===== src/rtl/glyph_row_shifter_if.sv =====
// ---------------------------------------------------------------------------
// glyph_row_shifter_if
//   Bundles the row-load / shift handshake and the serial pixel outputs of
//   the glyph row shifter.
//
//   Signals:
//     data_in         [WIDTH]  parallel glyph row to load
//     data_in_enable  [1]      parallel load strobe
//     shift_enable    [1]      shift strobe (may be tied high)
//     data_out        [1]      current pixel bit (1 = foreground)
//     bits_remaining  [CW]     loaded bits not yet shifted out
//     empty           [1]      bits_remaining == 0
//
//   Modports:
//     master : pixel generator side (drives strobes and data)
//     slave  : shifter side (drives the pixel outputs)
// ---------------------------------------------------------------------------
interface glyph_row_shifter_if #(
    parameter int WIDTH = 8
);
    localparam int CW = $clog2(WIDTH + 1);

    logic [WIDTH-1:0] data_in;
    logic             data_in_enable;
    logic             shift_enable;
    logic             data_out;
    logic [CW-1:0]    bits_remaining;
    logic             empty;

    modport master (
        output data_in,
        output data_in_enable,
        output shift_enable,
        input  data_out,
        input  bits_remaining,
        input  empty
    );

    modport slave (
        input  data_in,
        input  data_in_enable,
        input  shift_enable,
        output data_out,
        output bits_remaining,
        output empty
    );
endinterface


===== src/rtl/glyph_row_shifter.sv =====
// ---------------------------------------------------------------------------
// glyph_row_shifter
//   Parallel-load, serial-out shift register that turns one font bitmap row
//   into one pixel bit per clock for the text-mode video pipeline.
//
//   Parameters:
//     WIDTH     glyph width in bits, 2..32
//     MSB_FIRST 1: bit WIDTH-1 (leftmost pixel) leaves first; 0: bit 0 first
//     FILL_BIT  value entering the vacated end on every shift
//
//   Ports:
//     clk  rising-edge clock
//     rst  synchronous active-high reset
//     bus  glyph_row_shifter_if.slave (load/shift strobes in, pixel out)
//
//   Per-edge priority: rst > load > shift > hold. All outputs come straight
//   from registers, so there is no combinational input-to-output path.
// ---------------------------------------------------------------------------
module glyph_row_shifter #(
    parameter int WIDTH     = 8,
    parameter bit MSB_FIRST = 1'b1,
    parameter bit FILL_BIT  = 1'b0
) (
    input  logic                clk,
    input  logic                rst,
    glyph_row_shifter_if.slave  bus
);
    localparam int            CW       = $clog2(WIDTH + 1);
    localparam logic [CW-1:0] LOAD_CNT = CW'(WIDTH);

    logic [WIDTH-1:0] r_shreg;
    logic [CW-1:0]    r_count;
    logic [WIDTH-1:0] w_shifted;
    logic             w_out_bit;

    // Shift direction is fixed at elaboration; the output tap sits at the
    // end the bits leave from, the fill bit enters at the opposite end.
    generate
        if (MSB_FIRST) begin : g_msb_first
            assign w_shifted = {r_shreg[WIDTH-2:0], 1'(FILL_BIT)};
            assign w_out_bit = r_shreg[WIDTH-1];
        end else begin : g_lsb_first
            assign w_shifted = {1'(FILL_BIT), r_shreg[WIDTH-1:1]};
            assign w_out_bit = r_shreg[0];
        end
    endgenerate

    always_ff @(posedge clk) begin
        if (rst) begin
            r_shreg <= '0;
            r_count <= '0;
        end else if (bus.data_in_enable) begin
            // A load overrides any shift in the same cycle and silently
            // replaces whatever bits were still pending.
            r_shreg <= bus.data_in;
            r_count <= LOAD_CNT;
        end else if (bus.shift_enable) begin
            // Shifting while drained is legal: fill bits keep flowing and
            // the count saturates at zero.
            r_shreg <= w_shifted;
            if (r_count != '0) begin
                r_count <= r_count - 1'b1;
            end
        end
    end

    assign bus.data_out       = w_out_bit;
    assign bus.bits_remaining = r_count;
    assign bus.empty          = (r_count == '0);
endmodule


===== src/flat_wrapper.sv =====
// flat-port wrapper written by rule: the top's interface ports become plain ports
module glyph_row_shifter_flat 
#(
    parameter int WIDTH     = 8,
    parameter bit MSB_FIRST = 1'b1,
    parameter bit FILL_BIT  = 1'b0
)
  (clk, rst, bus_data_in, bus_data_in_enable, bus_shift_enable, bus_data_out, bus_bits_remaining, bus_empty);
  glyph_row_shifter_if #(.WIDTH(WIDTH)) bus_i ();
  input  logic clk;
  input  logic rst;
  input wire logic [$bits(bus_i.data_in)-1:0] bus_data_in;
  input wire logic [$bits(bus_i.data_in_enable)-1:0] bus_data_in_enable;
  input wire logic [$bits(bus_i.shift_enable)-1:0] bus_shift_enable;
  output wire logic [$bits(bus_i.data_out)-1:0] bus_data_out;
  output wire logic [$bits(bus_i.bits_remaining)-1:0] bus_bits_remaining;
  output wire logic [$bits(bus_i.empty)-1:0] bus_empty;
  assign bus_i.data_in = bus_data_in;
  assign bus_i.data_in_enable = bus_data_in_enable;
  assign bus_i.shift_enable = bus_shift_enable;
  assign bus_data_out = bus_i.data_out;
  assign bus_bits_remaining = bus_i.bits_remaining;
  assign bus_empty = bus_i.empty;
  glyph_row_shifter #(.WIDTH(WIDTH), .MSB_FIRST(MSB_FIRST), .FILL_BIT(FILL_BIT)) u_core (.clk(clk), .rst(rst), .bus(bus_i));
endmodule

===== config.mk =====
export PLATFORM = sky130hd
export DESIGN_NAME = glyph_row_shifter_flat
export DESIGN_NICKNAME = d
export VERILOG_FILES = /design/src/rtl/glyph_row_shifter_if.sv /design/src/rtl/glyph_row_shifter.sv /design/src/flat_wrapper.sv
export SDC_FILE = /design/constraint.sdc
export NUM_CORES = 1
export LEC_CHECK = 0
export ABC_AREA = 1
export CORE_MARGIN = 3
export CORE_UTILIZATION = 44
export DETAILED_ROUTE_END_ITERATION = 8
export PLACE_DENSITY_LB_ADDON = 0.15
export SKIP_CTS_REPAIR_TIMING = 1
export SLEW_MARGIN = 20
export SYNTH_ARGS = -nofsm -noshare
export SYNTH_HDL_FRONTEND = slang
export SYNTH_SLANG_ARGS = --single-unit

===== constraint.sdc =====
create_clock -name clk -period 1.62 [get_ports clk]
set_input_delay 0.324 -clock clk [delete_from_list [all_inputs] [get_ports clk]]
set_output_delay 0.324 -clock clk [all_outputs]
set_load 0.005 [all_outputs]

After elaboration in Yosys (flattened, before gate mapping)
Cells that the tools add are included.

storage, ports and cells
  memory bits (read-only) = 0
  memories = 0
  bits of input ports = 12
  register bits after elaboration = 12
  latch bits = 0
  memory bits (writable) = 0

cells by class
  bitwise operators = 0
  $add $sub $neg = 1
  eq/ne operators = 0
  divide/modulo/power cells = 0
  shift-type cells = 0
  multipliers = 0
  reductions and logical operators = 7
  mux-type cells = 5
  magnitude comparators = 0

operators by type and width
  cell                                                                 number
  8-bit two-way mux                                                    2
  4-bit two-way mux                                                    3
  4-bit zero test                                                      1
  2-bit AND reduction                                                  2
  2-bit nonzero test                                                   2
  4-bit nonzero test                                                   1
  4-bit by 1-bit subtractor with 4-bit output (second input constant)  1
  2-bit OR reduction                                                   1

Logic depth before layout (Yosys ltp)
  depth in word-level cells = 4
  gate-level depth with buffers = 8
  gate-level depth less buffers = 8

Worst setup path before layout
No wires, ideal clock.

  kind = reg-to-reg
  from = register u_core.r_count[0] (netlist: u_core.bus.bits_remaining[0])
  to = register u_core.r_count[2] (netlist: u_core.bus.bits_remaining[2])
  stages on the path, launching flop included = 9
  data arrival time = 1.094 ns
  data required time = 1.505 ns
  path slack = 0.411 ns
  setup time = 0.115 ns
  period minus slack after synthesis = 1.209 ns
  cell sequence = dfxtp_1 inv_1 ha_1 nand3_2 inv_2 nor2_4 nand3_1 nand2_1 nor2_1

on the way
  longest elaborated chain between the ends = 2

ends and longest elaborated chain
  what                                                                                                 line                     RTL
  start: declaration                                                                                   glyph_row_shifter.sv:32  logic [CW-1:0] r_count;
  start signal: assignment                                                                             glyph_row_shifter.sv:62  r_count <= r_count - 1'b1;
  parallel branches: the longest is 2 deep, another holds 4-bit by 1-bit subtractor with 4-bit output  -

Parallel ways; which one is timed is not known.
A chain may end at the register's enable or synchronous reset.

Worst setup path in the final report
  from = register u_core.r_count[0] (netlist: u_core.bus.bits_remaining[0])
  to = output bus_bits_remaining[0]

RTL lines
  what              line                RTL
  end: declaration  flat_wrapper.sv:16  output wire logic [$bits(bus_i.bits_remaining)-1:0] bus_bits_remaining;

No word-level cell between the ends.

==> key figures <==
Outcome
  • Status: complete, no violations

Detailed routing
  • Mean number of vias per cell: 4.75
  • Wirelength per Cell: 10.2 um
  • Total number of vias: 580
  • Number of iterations in the first detailed-routing pass: 4
  • Post-Route WL: 1.25 mm
  • Residual DRC: 0
  • Remaining antenna violation count: 0
  • Starting DRC count in detailed routing: 2

GRT
  • Antenna violations before repair: 0
  • Congestion Overflow GR: 0
  • Global-route usage over all layers: 15.5%
  • First-pass GRT wire length: 2.11 mm
  • Via count of the first global-routing pass: 487
  • Largest net degree at the start of global routing: 10

STA
  • RSZ-0062 raised after global routing: false
  • Share of the cycle needed by the critical path after routing: 95.5%
  • Max_slew headroom: 80.9%
  • Slew at the pin with the worst max-slew slack: 286 ps
  • Setup TNS Final: 0 ps
  • Slew Limit Fails: 0
  • Highest attainable clock frequency: 646 MHz
  • Number of failing setup endpoints in the final timing report: 0
  • Worst setup slack after layout: 73.2 ps
  • Final min period: 1550 ps
  • Post-route clock skew: 8.29 ps
  • Number of hold-slack violations in the final timing report: 0

Worst setup path
  • Crit path arrival time: 1220 ps
  • Launching element type of the critical path: flop
  • Critical path type: reg2out
  • Required time worst endpoint: 1300 ps
  • Endpoint kind of the worst setup timing path: output pin
  • Largest fanout of any net on the critical path: 5
  • Cell-by-cell trace of the critical path: buf_4, clkdlybuf4s50_1
  • Critical-path top delay cell: sky130_fd_sc_hd__clkdlybuf4s50_1
  • Highest cell delay on the worst timing path: 500 ps

Yosys
  • Post-Syn Nets: 98
  • Count of flip-flops with a built-in enable after synthesis: 0
  • Total number of yosys warnings: 0
  • Cell area after synthesis: 602 um2
  • Most common library cells after synthesis: sky130_fd_sc_hd__nand2_1 (25), sky130_fd_sc_hd__inv_1 (15), sky130_fd_sc_hd__dfxtp_1 (12), sky130_fd_sc_hd__inv_2 (5), sky130_fd_sc_hd__a21oi_1 (4)
  • Biggest area consumer among synthesized cells: sky130_fd_sc_hd__dfxtp_1
  • Most common cell in the synthesized netlist: sky130_fd_sc_hd__nand2_1
  • Main flop type after synthesis: sky130_fd_sc_hd__dfxtp_1
  • Flip-flop and latch count after synthesis: 12
  • Post-Synthesis Cells: 85
  • Number of library cell types mapped by synthesis: 20
  • Per-instance average area after synthesis: 7.08 um2
  • Post-synth ARST share: 0%
  • Cell types with the largest area share after synthesis: sky130_fd_sc_hd__dfxtp_1 (40%), sky130_fd_sc_hd__nand2_1 (16%), sky130_fd_sc_hd__inv_1 (9.4%)
  • Proportion of synthesized chip area in sequential cells: 39.9%
  • Share of Yosys cell area claimed by the top area cell type: 39.9%

Clocking
  • CTS tree: built
  • Insertion delay to the later sink of the worst-skew pair: 260 ps
  • CTS H-tree depth: 1
  • Root buffer selected by CTS: sky130_fd_sc_hd__clkbuf_4
  • Clock transition at the registers of the reported paths: 70 ps
  • Number of clock sinks: 12
  • Number of buffers on the longest clock path: 2
  • Number of CTS-inserted buffers: 3

Power and ir drop
  • Worst ir drop on vdd: 0.609 mV
  • Part of the total power dissipated in combinational logic: 23.6%
  • Power per standard cell area: 772 mW/mm2
  • Proportion of power drawn by the clock network: 26.6%
  • Leak pwr: 0.406 nW
  • Switching power total: 0.167 mW
  • Internal power: 0.478 mW
  • Switching Share: 25.9%
  • Final Total Pwr: 0.645 mW
  • Relative contribution of sequential cells to total power: 49.8%

Final layout
  • Number of filler instances in the final layout: 108
  • Area Overhead vs Synth: 38.9%
  • Post-route non-filler standard cell count: 122
  • Multi-input gate area: 274 um2
  • Final net count: 123
  • Ant diodes: 0
  • Share of post-route cells with drive strength above 1: 16.7%
  • Seq. cell area: 240 um2

Place
  • Placed insts: 119
  • GP Congestion: 0.731
  • Half-perimeter wire length after detailed placement: 1.01 mm
  • Pre-CTS setup slack: 97.9 ps
  • Number of I/O port buffers: 17

Floorplan
  • Initial Util: 50.7%
  • Core Region: 0.00119 mm2
  • Number of top-level pins: 18
  • Area of the die: 0.00185 mm2
  • Die Width: 43.0 um
  • Height of the die: 43.0 um
  • Floorplan row count: 12

Flow run
  • Max-cap violations: 0

Min path
  • Classification of the worst-slack hold path: reg2reg
[sequential cells by signal (all words and copies together), names as in the netlist]
signal                     count
u_core.r_shreg                 8
u_core.bus.bits_remaining      4
[power by group through the flow]
stage	Combinational (mW)	Clock (mW)	Sequential (mW)
after global routing	0.169	0.197	0.323
after CTS	0.154	0.180	0.321
after global placement	0.150	0	0.327
after floorplan	0.0782	0	0.329
final	0.152	0.172	0.321
after detailed placement	0.153	0	0.328
[layer usage]
metal	track usage, %	up-vias	part of all wire [%]
met5	0	-	0
met4	7.23	0	2.2
met3	5.08	4	6.5
met2	24.9	19	49
met1	18.4	246	43
li1	-	311	-
[final cells by class]
cell class	instances	share of cell area, %
inverter	21	9.43
timing repair buffer	21	24.3
multi-input combinational	51	32.8
sequential	12	28.7
clock buffer	3	2.69
tap	14	2.10
[cell families after synthesis]
group	after synthesis	share of synthesized area, %
adder cells (fa/ha/maj)	1	2.08
AND/OR/NAND/NOR	38	29.3
flip-flops	12	39.9
buffers and inverters	22	15.0
AO/OA/AOI/OAI	12	13.7
[stage by stage]
stage	util [%]	hold WS [ps]	instance area [um2]
after floorplan	-	393	602
after global placement	68.1	450	808
after detailed placement	68.1	454	808
after CTS	70.0	470	831
after global routing	70.5	495	836
final	70.5	466	836
[worst paths after layout]
path              cells after the start  slack (ps)                                       from                                        end
setup / recovery                      2          70  u_core.bus.bits_remaining[0]$_SDFFE_PP0P_                      bus_bits_remaining[0]
setup reg to reg                      8         470  u_core.bus.bits_remaining[0]$_SDFFE_PP0P_  u_core.bus.bits_remaining[2]$_SDFFE_PP0P_
hold / removal                        2         470             u_core.r_shreg[0]$_SDFFE_PP0P_             u_core.r_shreg[0]$_SDFFE_PP0P_
hold reg to reg                       2         470             u_core.r_shreg[0]$_SDFFE_PP0P_             u_core.r_shreg[0]$_SDFFE_PP0P_
[worst max-delay path, delay by kind of cell (launching register included)]
family	cells	cell delay [ps]
buffers and inverters	2	630
DFF	1	330
[placed cells by master, fill, tap and decap left out, types with 2 or more instances in the layout]
cell,synthesis,layout
sky130_fd_sc_hd__clkdlybuf4s50_1,0,16
sky130_fd_sc_hd__inv_2,5,5
sky130_fd_sc_hd__nor2_4,2,2
sky130_fd_sc_hd__inv_1,15,15
sky130_fd_sc_hd__nor2_1,3,3
sky130_fd_sc_hd__o21ai_1,2,2
sky130_fd_sc_hd__clkbuf_4,0,3
sky130_fd_sc_hd__nand3_1,3,3
sky130_fd_sc_hd__nand2_1,25,25
sky130_fd_sc_hd__o221ai_1,3,3
sky130_fd_sc_hd__a21oi_1,4,4
sky130_fd_sc_hd__dfxtp_1,12,12
sky130_fd_sc_hd__buf_4,0,4
sky130_fd_sc_hd__nand4_1,2,2
Power figures use the tool's default switching activity.
